[src/rtl/alu_pkg.sv]
// Shared opcodes, FSM encoding and default width for the bit-serial ALU.
package alu_pkg;

  localparam int unsigned DEFAULT_WIDTH = 32;

  localparam logic [2:0] OP_SUMA  = 3'd0;
  localparam logic [2:0] OP_AND   = 3'd1;
  localparam logic [2:0] OP_OR    = 3'd2;
  localparam logic [2:0] OP_XOR   = 3'd3;
  localparam logic [2:0] OP_RESTA = 3'd4;
  localparam logic [2:0] OP_SLT   = 3'd5;
  localparam logic [2:0] OP_SLTU  = 3'd6;
  localparam logic [2:0] OP_NULA  = 3'd7;

  typedef enum logic [1:0] {
    StIdle = 2'd0,
    StRun  = 2'd1,
    StDone = 2'd2
  } state_e;

endpackage

[src/rtl/ALU.sv]
// 1-bit ALU slice: full adder with optional B inversion plus bitwise ops.
module ALU
  import alu_pkg::*;
(
  input  logic       a_i,
  input  logic       b_i,
  input  logic       c_i,
  input  logic       invert_i,
  input  logic       less_i,
  input  logic       lessunsigned_i,
  input  logic [2:0] op_i,
  output logic       r_o,
  output logic       c_o
);

  logic w_b;
  logic w_sum;

  assign w_b   = b_i ^ invert_i;
  assign w_sum = a_i ^ w_b ^ c_i;
  assign c_o   = (a_i & w_b) | (a_i & c_i) | (w_b & c_i);

  always_comb begin
    r_o = 1'b0;
    case (op_i)
      OP_SUMA:  r_o = w_sum;
      OP_AND:   r_o = a_i & w_b;
      OP_OR:    r_o = a_i | w_b;
      OP_XOR:   r_o = a_i ^ w_b;
      OP_RESTA: r_o = w_sum;
      OP_SLT:   r_o = less_i;
      OP_SLTU:  r_o = lessunsigned_i;
      OP_NULA:  r_o = 1'b0;
    endcase
  end

endmodule

[src/rtl/alu_serial.sv]
// Bit-serial WIDTH-bit ALU: one slice evaluation per clock, LSB first, with
// SLT/SLTU fix-up and registered flags on the final bit.
module alu_serial
  import alu_pkg::*;
#(
  parameter int unsigned WIDTH = DEFAULT_WIDTH
) (
  input  logic             clk_i,
  input  logic             rst_ni,
  input  logic             start_i,
  input  logic [WIDTH-1:0] a_i,
  input  logic [WIDTH-1:0] b_i,
  input  logic [2:0]       operacion_i,
  output logic             busy_o,
  output logic             done_o,
  output logic [WIDTH-1:0] resultado_o,
  output logic             zero_o,
  output logic             carry_o,
  output logic             overflow_o
);

  localparam int unsigned CntW = $clog2(WIDTH);

  state_e             r_state, w_state_next;
  logic [WIDTH-1:0]   r_a, w_a_next;
  logic [WIDTH-1:0]   r_b, w_b_next;
  logic [WIDTH-2:0]   r_sh, w_sh_next;
  logic [2:0]         r_op, w_op_next;
  logic [CntW-1:0]    r_cnt, w_cnt_next;
  logic               r_carry, w_carry_next;
  logic [WIDTH-1:0]   r_res, w_res_next;
  logic               r_zero, w_zero_next;
  logic               r_cout, w_cout_next;
  logic               r_ovf, w_ovf_next;

  logic               w_slice_r, w_slice_c, w_invert;
  logic [2:0]         w_slice_op;
  logic [WIDTH-1:0]   w_sh_full;
  logic               w_last, w_is_sub;
  logic               w_ovf_add, w_ovf_sub;
  logic [WIDTH-1:0]   w_fin_res;
  logic               w_fin_cout, w_fin_ovf;

  assign w_is_sub = (r_op == OP_RESTA) || (r_op == OP_SLT) || (r_op == OP_SLTU);

  always_comb begin
    w_slice_op = r_op;
    w_invert   = 1'b0;
    if (w_is_sub) begin
      w_slice_op = OP_RESTA;
      w_invert   = 1'b1;
    end
  end

  ALU u_alu (
    .a_i            (r_a[0]),
    .b_i            (r_b[0]),
    .c_i            (r_carry),
    .invert_i       (w_invert),
    .less_i         (1'b0),
    .lessunsigned_i (1'b0),
    .op_i           (w_slice_op),
    .r_o            (w_slice_r),
    .c_o            (w_slice_c)
  );

  // r_sh holds bits 0..WIDTH-2; the slice output completes the word on the last bit.
  assign w_sh_full = {w_slice_r, r_sh};
  assign w_last    = (r_cnt == CntW'(WIDTH - 1));

  assign w_ovf_sub = (r_a[0] != r_b[0]) & (w_slice_r != r_a[0]);
  assign w_ovf_add = (r_a[0] == r_b[0]) & (w_slice_r != r_a[0]);

  always_comb begin
    w_fin_res  = w_sh_full;
    w_fin_cout = 1'b0;
    w_fin_ovf  = 1'b0;
    case (r_op)
      OP_SUMA: begin
        w_fin_cout = w_slice_c;
        w_fin_ovf  = w_ovf_add;
      end
      OP_RESTA: begin
        w_fin_cout = w_slice_c;
        w_fin_ovf  = w_ovf_sub;
      end
      OP_SLT: begin
        w_fin_res    = '0;
        w_fin_res[0] = w_slice_r ^ w_ovf_sub;
        w_fin_cout   = w_slice_c;
      end
      OP_SLTU: begin
        w_fin_res    = '0;
        w_fin_res[0] = ~w_slice_c;
        w_fin_cout   = w_slice_c;
      end
      default: ;
    endcase
  end

  always_comb begin
    w_state_next = r_state;
    w_a_next     = r_a;
    w_b_next     = r_b;
    w_sh_next    = r_sh;
    w_op_next    = r_op;
    w_cnt_next   = r_cnt;
    w_carry_next = r_carry;
    w_res_next   = r_res;
    w_zero_next  = r_zero;
    w_cout_next  = r_cout;
    w_ovf_next   = r_ovf;
    case (r_state)
      StIdle: begin
        if (start_i) begin
          w_state_next = StRun;
          w_a_next     = a_i;
          w_b_next     = b_i;
          w_op_next    = operacion_i;
          w_cnt_next   = '0;
          w_carry_next = (operacion_i == OP_RESTA) || (operacion_i == OP_SLT) ||
                         (operacion_i == OP_SLTU);
        end
      end
      StRun: begin
        w_a_next     = r_a >> 1;
        w_b_next     = r_b >> 1;
        w_sh_next    = w_sh_full[WIDTH-1:1];
        w_carry_next = w_slice_c;
        if (w_last) begin
          w_state_next = StDone;
          w_res_next   = w_fin_res;
          w_zero_next  = (w_fin_res == '0);
          w_cout_next  = w_fin_cout;
          w_ovf_next   = w_fin_ovf;
        end else begin
          w_cnt_next = r_cnt + 1'b1;
        end
      end
      StDone:  w_state_next = StIdle;
      default: w_state_next = StIdle;
    endcase
  end

  always_ff @(posedge clk_i) begin
    if (!rst_ni) begin
      r_state <= StIdle;
      r_a     <= '0;
      r_b     <= '0;
      r_sh    <= '0;
      r_op    <= OP_SUMA;
      r_cnt   <= '0;
      r_carry <= 1'b0;
      r_res   <= '0;
      r_zero  <= 1'b0;
      r_cout  <= 1'b0;
      r_ovf   <= 1'b0;
    end else begin
      r_state <= w_state_next;
      r_a     <= w_a_next;
      r_b     <= w_b_next;
      r_sh    <= w_sh_next;
      r_op    <= w_op_next;
      r_cnt   <= w_cnt_next;
      r_carry <= w_carry_next;
      r_res   <= w_res_next;
      r_zero  <= w_zero_next;
      r_cout  <= w_cout_next;
      r_ovf   <= w_ovf_next;
    end
  end

  assign busy_o      = (r_state != StIdle);
  assign done_o      = (r_state == StDone);
  assign resultado_o = r_res;
  assign zero_o      = r_zero;
  assign carry_o     = r_cout;
  assign overflow_o  = r_ovf;

endmodule

[config.mk]
export PLATFORM = sky130hd
export DESIGN_NAME = alu_serial
export DESIGN_NICKNAME = d
export VERILOG_FILES = /design/src/rtl/alu_pkg.sv /design/src/rtl/ALU.sv /design/src/rtl/alu_serial.sv
export SDC_FILE = /design/constraint.sdc
export NUM_CORES = 1
export LEC_CHECK = 0
export CORE_ASPECT_RATIO = 0.9
export CORE_UTILIZATION = 40
export DETAILED_ROUTE_END_ITERATION = 8
export GPL_ROUTABILITY_DRIVEN = 1
export PLACE_DENSITY_LB_ADDON = 0.15
export SLEW_MARGIN = 10
export SYNTH_ARGS = -nofsm -noshare
export SYNTH_HDL_FRONTEND = slang
export SYNTH_SLANG_ARGS = --single-unit
[constraint.sdc]
create_clock -name clk_i -period 5.6 [get_ports clk_i]
set_input_delay 0.84 -clock clk_i [delete_from_list [all_inputs] [get_ports clk_i]]
set_output_delay 0.84 -clock clk_i [all_outputs]
set_load 0.005 [all_outputs]
==> key figures, run 1 <==
STA
  – Unrepaired setup endpoints after global routing: no
  – Setup total negative slack: 0 ns
  – Pin slew with the least headroom to its limit: 0.954 ns
  – Post-Route Skew: 0.00673 ns
  – Slew HR: 0.364
  – Post-route fraction of the period consumed by the critical path: 0.465
  – Final period demand of the worst path: 2.60 ns
  – Count of pins over their slew limit: 0
  – Count of endpoints failing hold in the final timing report: 0
  – Count of endpoints failing setup in the final report: 0
  – Maximum frequency from static timing analysis: 384 MHz

Final layout
  – Leading cell type in the layout, fill and taps excluded: nand2_1
  – P&R area growth vs syn: 26.8%
  – Final Instance Count excl. Fillers: 985
  – Commonest non-fill, non-tap cells in the layout: 200 x nand2_1, 141 x dfxtp_1, 105 x clkdlybuf4s50_1
  – ANT cells: 0
  – Total of fill cells in the finished design: 1353
  – Share of final-layout standard cells stronger than drive strength 1: 0.0623
  – NumNets Final: 850
  – Core Util, Final: 0.523

CTS
  – Cell chosen for the clock root: clkbuf_16
  – TritonCTS Sinks: 141
  – CTS Buffer Depth: 2
  – Resize count post-CTS: 0
  – Number of buffers inserted by hold repair at cts: 0
  – Setup repair bufs after CTS: 0
  – Inserted Clock Buffers: 17
  – Clock transition time at the flip-flop clock pins of the worst setup and hold paths: 0.06 ns
  – TritonCTS clock tree: yes
  – Clk Latency, worst-skew pair: 0.42 ns
  – Total number of H-tree levels: 4

Power and ir drop
  – Switching pwr: 0.000571 W
  – Share of total power in sequential cells: 0.450
  – Total power divided by cell area: 312 nW/µm²
  – Power Internal: 0.00184 W
  – Share of power burned in the clock network: 0.435
  – Part of the total power dissipated in combinational logic: 0.114
  – Total power: 0.00241 W
  – Static leakage power: 3.34 nW
  – VDD IR max: 0.236 mV
  – Proportion of total power due to net switching: 0.237

Setup path
  – Category of the worst setup path capture point: register
  – Worst reg2reg path startpoint: r_state[1]
  – Arrival time at the worst endpoint: 2.96 ns
  – Required time at the worst-slack endpoint: 5.95 ns
  – Worst Setup Start Kind: register
  – Crit-path max FO: 96
  – Source of the critical timing path: r_state[1]
  – Critical path class: reg2reg

Global route
  – Remaining global-route overflow: 0
  – Global-route usage over all layers: 0.179
  – Pin count of the biggest net entering global routing: 97
  – Antenna violations before repair: 0
  – Wire length of the first global-routing pass: 22700 µm
  – Via count of the first global-routing pass: 4820

Floorplanning
  – Io pins: 107
  – DIE HEIGHT: 119 µm
  – Area inside the core boundary: 14800 µm²
  – Site row count: 42
  – Starting density of the core: 0.413
  – Die width: 132 µm
  – Floorplan die area: 15700 µm²

Route
  – Final antenna-violating net count: 0
  – Post-detailed-route wirelength per cell: 13.8 µm
  – First-pass DRT Iterations: 7
  – DRT Wirelength: 13600 µm
  – Routed vias: 5098
  – Final routed DRC violation total: 0
  – Starting DRC count in detailed routing: 346
  – Average via count per standard cell: 5.18

Synthesis
  – Synth async-reset ratio: 0
  – Area contributors post-synth: dfxtp_1 46%, nand2_1 12%, o211a_1 10%
  – Net count after synthesis: 779
  – Fraction of the yosys area taken by sequential cells: 0.463
  – Number of instances in the synthesized netlist: 704
  – Synth Warn #: 0
  – Prevailing post-synth register cell: dfxtp_1
  – Unique cell type count in the Yosys netlist: 47
  – Largest area contributor in the synthesized netlist: dfxtp_1
  – Netlist area before placement: 6090 µm²
  – Post-synthesis register bit count: 141
  – Number of enable flip-flop cells after synthesis: 0
  – Average size of a mapped cell: 8.65 µm²
  – Portion of synthesized cell area occupied by the leading cell type: 0.463

Placed design
  – HPWL Detailed: 8440 µm
  – Port Buffer Count: 106
  – Total instance count after detailed placement: 954
  – GPL Wtd Cong: 0.758

Worst hold path
  – Launch point of the worst hold path: resultado_o[0]
  – Hold Crit Class: reg2reg

Status
  – Result of the run: finished, final reports clean

Flow run
  – Maxcap violations: 0
[final cells by class]
class,instances,area [µm²],area share
Clock buffer,24,492,0.0637
Clock inverter,7,62.6,0.00810
Inverter,3,11.3,0.00146
Multi-Input combinational cell,501,2990,0.387
Sequential cell,141,2820,0.365
Tap cell,198,248,0.0321
Timing Repair Buffer,111,1100,0.142
[cells in the mapped netlist (2+ instances only)]
library cell	n
nand2_1	201
dfxtp_1	141
nand3_1	66
o211a_1	63
nor2b_1	38
a21boi_0	37
a22oi_1	33
clkbuf_1	27
buf_2	23
nor2_1	9
nor4_1	7
buf_4	5
and2_1	4
ha_1	4
xor2_1	4
buf_1	3
inv_1	3
nand4_1	3
o211ai_1	3
a21boi_1	2
and3_1	2
[power groups by stage]
stage / clock, W / combinational [W] / sequential (W)
after floorplan: 0 / 0.000199 / 0.00110
after global placement: 0 / 0.000267 / 0.00110
after detailed placement: 0 / 0.000277 / 0.00111
after CTS: 0.00108 / 0.000278 / 0.00108
after global routing: 0.00112 / 0.000309 / 0.00109
final: 0.00105 / 0.000276 / 0.00108
[final timing paths]
check,endpoint,slack [ns],depth (start not counted)
worst max-delay path,r_cnt[4],3.00,6
worst min-delay path,resultado_o[0],0.47,2
worst max register to register,r_cnt[4],3.00,6
worst min register to register,resultado_o[0],0.47,2
[worst max-delay path, cell delays in order, from the launching register on]
cell	delay (ns)
dfxtp_1	0.38
nand2b_4	0.78
buf_4	0.64
nor2_1	0.21
nor2_1	0.27
a22oi_1	0.12
nor2b_1	0.11
[state kept, by name, indices dropped and copies added (netlist names)]
signal,count
overflow_o,1
zero_o,1
r_carry,1
resultado_o,32
r_b,32
r_cnt,5
r_sh,31
carry_o,1
r_a,32
r_op,3
r_state,2
[through the flow]
stage	hold WS [ns]	instance area, µm²	setup WS (ns)
after floorplan	0.451	6090	3.23
after global placement	0.465	7170	3.04
after detailed placement	0.471	7170	2.95
after CTS	0.479	7720	2.99
after global routing	0.506	7720	2.70
final	0.468	7720	3.00
[layer usage]
layer | up-vias | track usage | wire length [µm]
met3 | 15 | 0.0511 | 709
li1 | 2578 | - | -
met5 | - | 0 | 0
met4 | 0 | 0.0770 | 216
met1 | 2373 | 0.217 | 6140
met2 | 132 | 0.296 | 6560
[kinds of logic after synthesis]
kind of cell               count (synthesis)  share of synthesized area
buffers and inverters                     62                     0.0476
xor gates and xnor gates                   4                    0.00575
adders and majority gates                  5                     0.0115
DFF                                      141                      0.463
muxes                                      1                    0.00164
AOI/OAI and AO/OA                        150                      0.214
and+or+nand+nor                          341                      0.256
(Power assumes the default switching activity.)
==> run 2: changes to the inputs <==
- clock period: 5.6 -> 2.3 ns (I/O delays scaled with it)
==> run 2 against run 1 <==
Sequential cell count unchanged. Critical path depth increased by 3. Die area unchanged. Critical endpoint is now zero_o. Largest cell class unchanged. Sequential share of layout area shrank 1.2 points.
==> key figures, run 2 (same netlist as run 1, synthesis figures left out) <==
STA
  – Count of endpoints failing hold in the final timing report: 0
  – Post-route fraction of the period consumed by the critical path: 0.958
  – Slew HR: 0.607
  – Count of endpoints failing setup in the final report: 0
  – Unrepaired setup endpoints after global routing: no
  – Crit path setup slack, layout: 0.0956 ns
  – Count of pins over their slew limit: 0
  – Final period demand of the worst path: 2.20 ns
  – Worst hold slack: 0.457 ns
  – Post-Route Skew: 0.00552 ns
  – Setup total negative slack: 0 ns
  – Maximum frequency from static timing analysis: 454 MHz
  – Pin slew with the least headroom to its limit: 0.590 ns

Floorplanning
  – Floorplan die area: 15700 µm²
  – Area inside the core boundary: 14800 µm²
  – DIE HEIGHT: 119 µm
  – Io pins: 107
  – Die width: 132 µm
  – Site row count: 42
  – Starting density of the core: 0.413

Final layout
  – Total of fill cells in the finished design: 1347
  – Core Util, Final: 0.542
  – Leading cell type in the layout, fill and taps excluded: nand2_1
  – ANT cells: 0
  – NumNets Final: 863
  – Commonest non-fill, non-tap cells in the layout: 199 x nand2_1, 139 x dfxtp_1, 105 x clkdlybuf4s50_1
  – P&R area growth vs syn: 31.4%
  – Final cell area excluding filler cells: 8000 µm²
  – Share of final-layout standard cells stronger than drive strength 1: 0.0886

Global route
  – Antenna violations before repair: 0
  – Pin count of the biggest net entering global routing: 69
  – Remaining global-route overflow: 0
  – Global-route usage over all layers: 0.184
  – Via count of the first global-routing pass: 4911
  – Wire length of the first global-routing pass: 23400 µm

Setup path
  – Worst reg2reg path startpoint: r_op[1]
  – Required time at the worst-slack endpoint: 2.65 ns
  – Category of the worst setup path capture point: register
  – Arrival time at the worst endpoint: 2.55 ns
  – Worst r2r dst: zero_o
  – Worst Setup Start Kind: register
  – Reg2reg path depth: 9
  – Source of the critical timing path: r_op[1]
  – Critical path class: reg2reg
  – Crit-path max FO: 6
  – Flop-to-flop setup slack: 0.1 ns

Route
  – DRT Wirelength: 13600 µm
  – Starting DRC count in detailed routing: 341
  – Final antenna-violating net count: 0
  – First-pass DRT Iterations: 5
  – Final routed DRC violation total: 0
  – Post-detailed-route wirelength per cell: 13.6 µm
  – Routed vias: 5096
  – Average via count per standard cell: 5.10

CTS
  – Clk Latency, worst-skew pair: 0.42 ns
  – TritonCTS clock tree: yes
  – TritonCTS Sinks: 141
  – Total number of H-tree levels: 4
  – Cell chosen for the clock root: clkbuf_16
  – Inserted Clock Buffers: 17
  – Clock transition time at the flip-flop clock pins of the worst setup and hold paths: 0.06 ns
  – CTS Buffer Depth: 2

Placed design
  – Post-detailed-placement cell area: 7350 µm²
  – Worst setup timing slack at the placement stage: 0.000967 ns
  – HPWL Detailed: 8900 µm
  – Port Buffer Count: 106
  – GPL Wtd Cong: 0.772

Worst hold path
  – Worst Hold Path EP: r_a[23]
  – Hold Crit Class: in2reg
  – Cell depth of the worst min-delay path: 2
  – Launch point of the worst hold path: rst_ni

Power and ir drop
  – Total power divided by cell area: 784 nW/µm²
  – VDD IR max: 0.635 mV
  – Static leakage power: 3.48 nW

Flow run
  – Maxcap violations: 0

Status
  – Result of the run: finished, final reports clean
-- run 2: changes by cell type in the layout (fill, tap and decap cells not counted), moves of 2 or more --
cell | before | now
dfxtp_2 | 0 | 2
clkbuf_1 | 3 | 0
buf_4 | 6 | 12
buf_12 | 0 | 7
dfxtp_1 | 141 | 139
bufinv_16 | 1 | 4
-- run 2: worst max path at each step --
stage / to / slack, ns / cells after the start
global route: zero_o / 0.005 / 9
CTS: zero_o / 0.03 / 9
global placement: zero_o / 0.11 / 9
detailed placement: zero_o / 0.001 / 9
floorplan: zero_o / 0.04 / 9
finish: zero_o / 0.1 / 9
-- run 2: worst max-delay path: stages, from the launching register on --
cell and delay [ns]:
dfxtp_2 0.32, nand2_2 0.08, and2_4 0.16, xor2_2 0.18, fa_1 0.47, or3_1 0.34, nand3_2 0.10, a211oi_4 0.06
o31a_1 0.32, nor3_2 0.10
-- run 2: layout make-up --
| type | count | area, µm² | share of cell area |
|---|---|---|---|
| Clock buffer | 20 | 467 | 0.0583 |
| Clock inverter | 12 | 166 | 0.0208 |
| Inverter | 3 | 11.3 | 0.00141 |
| Multi-Input combinational cell | 501 | 3010 | 0.375 |
| Sequential cell | 141 | 2830 | 0.353 |
| Tap cell | 198 | 248 | 0.0310 |
| Timing Repair Buffer | 124 | 1280 | 0.160 |
-- run 2: metrics by stage --
step | total power, W | std cells
floorplan | 0.00315 | 704
global placement | 0.00338 | 965
detailed placement | 0.00341 | 965
CTS | 0.00633 | 998
global route | 0.00654 | 999
finish | 0.00627 | 999
-- run 2: what timing repair did --
item,CTS,global route
pin swaps,0,0
setup buffers,1,1
hold buffers,0,0
endpoints found under the setup margin,1,3
resized for setup,0,3
-- run 2: power breakdown --
| group | total, W | switching (W) | internal (W) |
|---|---|---|---|
| Clock | 0.00290 | 0.00102 | 0.00189 |
| Combinational | 0.000731 | 0.000361 | 0.000370 |
| Sequential | 0.00264 | 0.0000725 | 0.00257 |
| Total | 0.00627 | 0.00145 | 0.00482 |
-- run 2: metal layers --
layer  wire, µm  up-vias  track usage
li1           -     2610            -
met1       6370     2361        0.234
met2       6370      110        0.300
met3        637       15       0.0460
met4        193        0       0.0705
met5          0        -            0
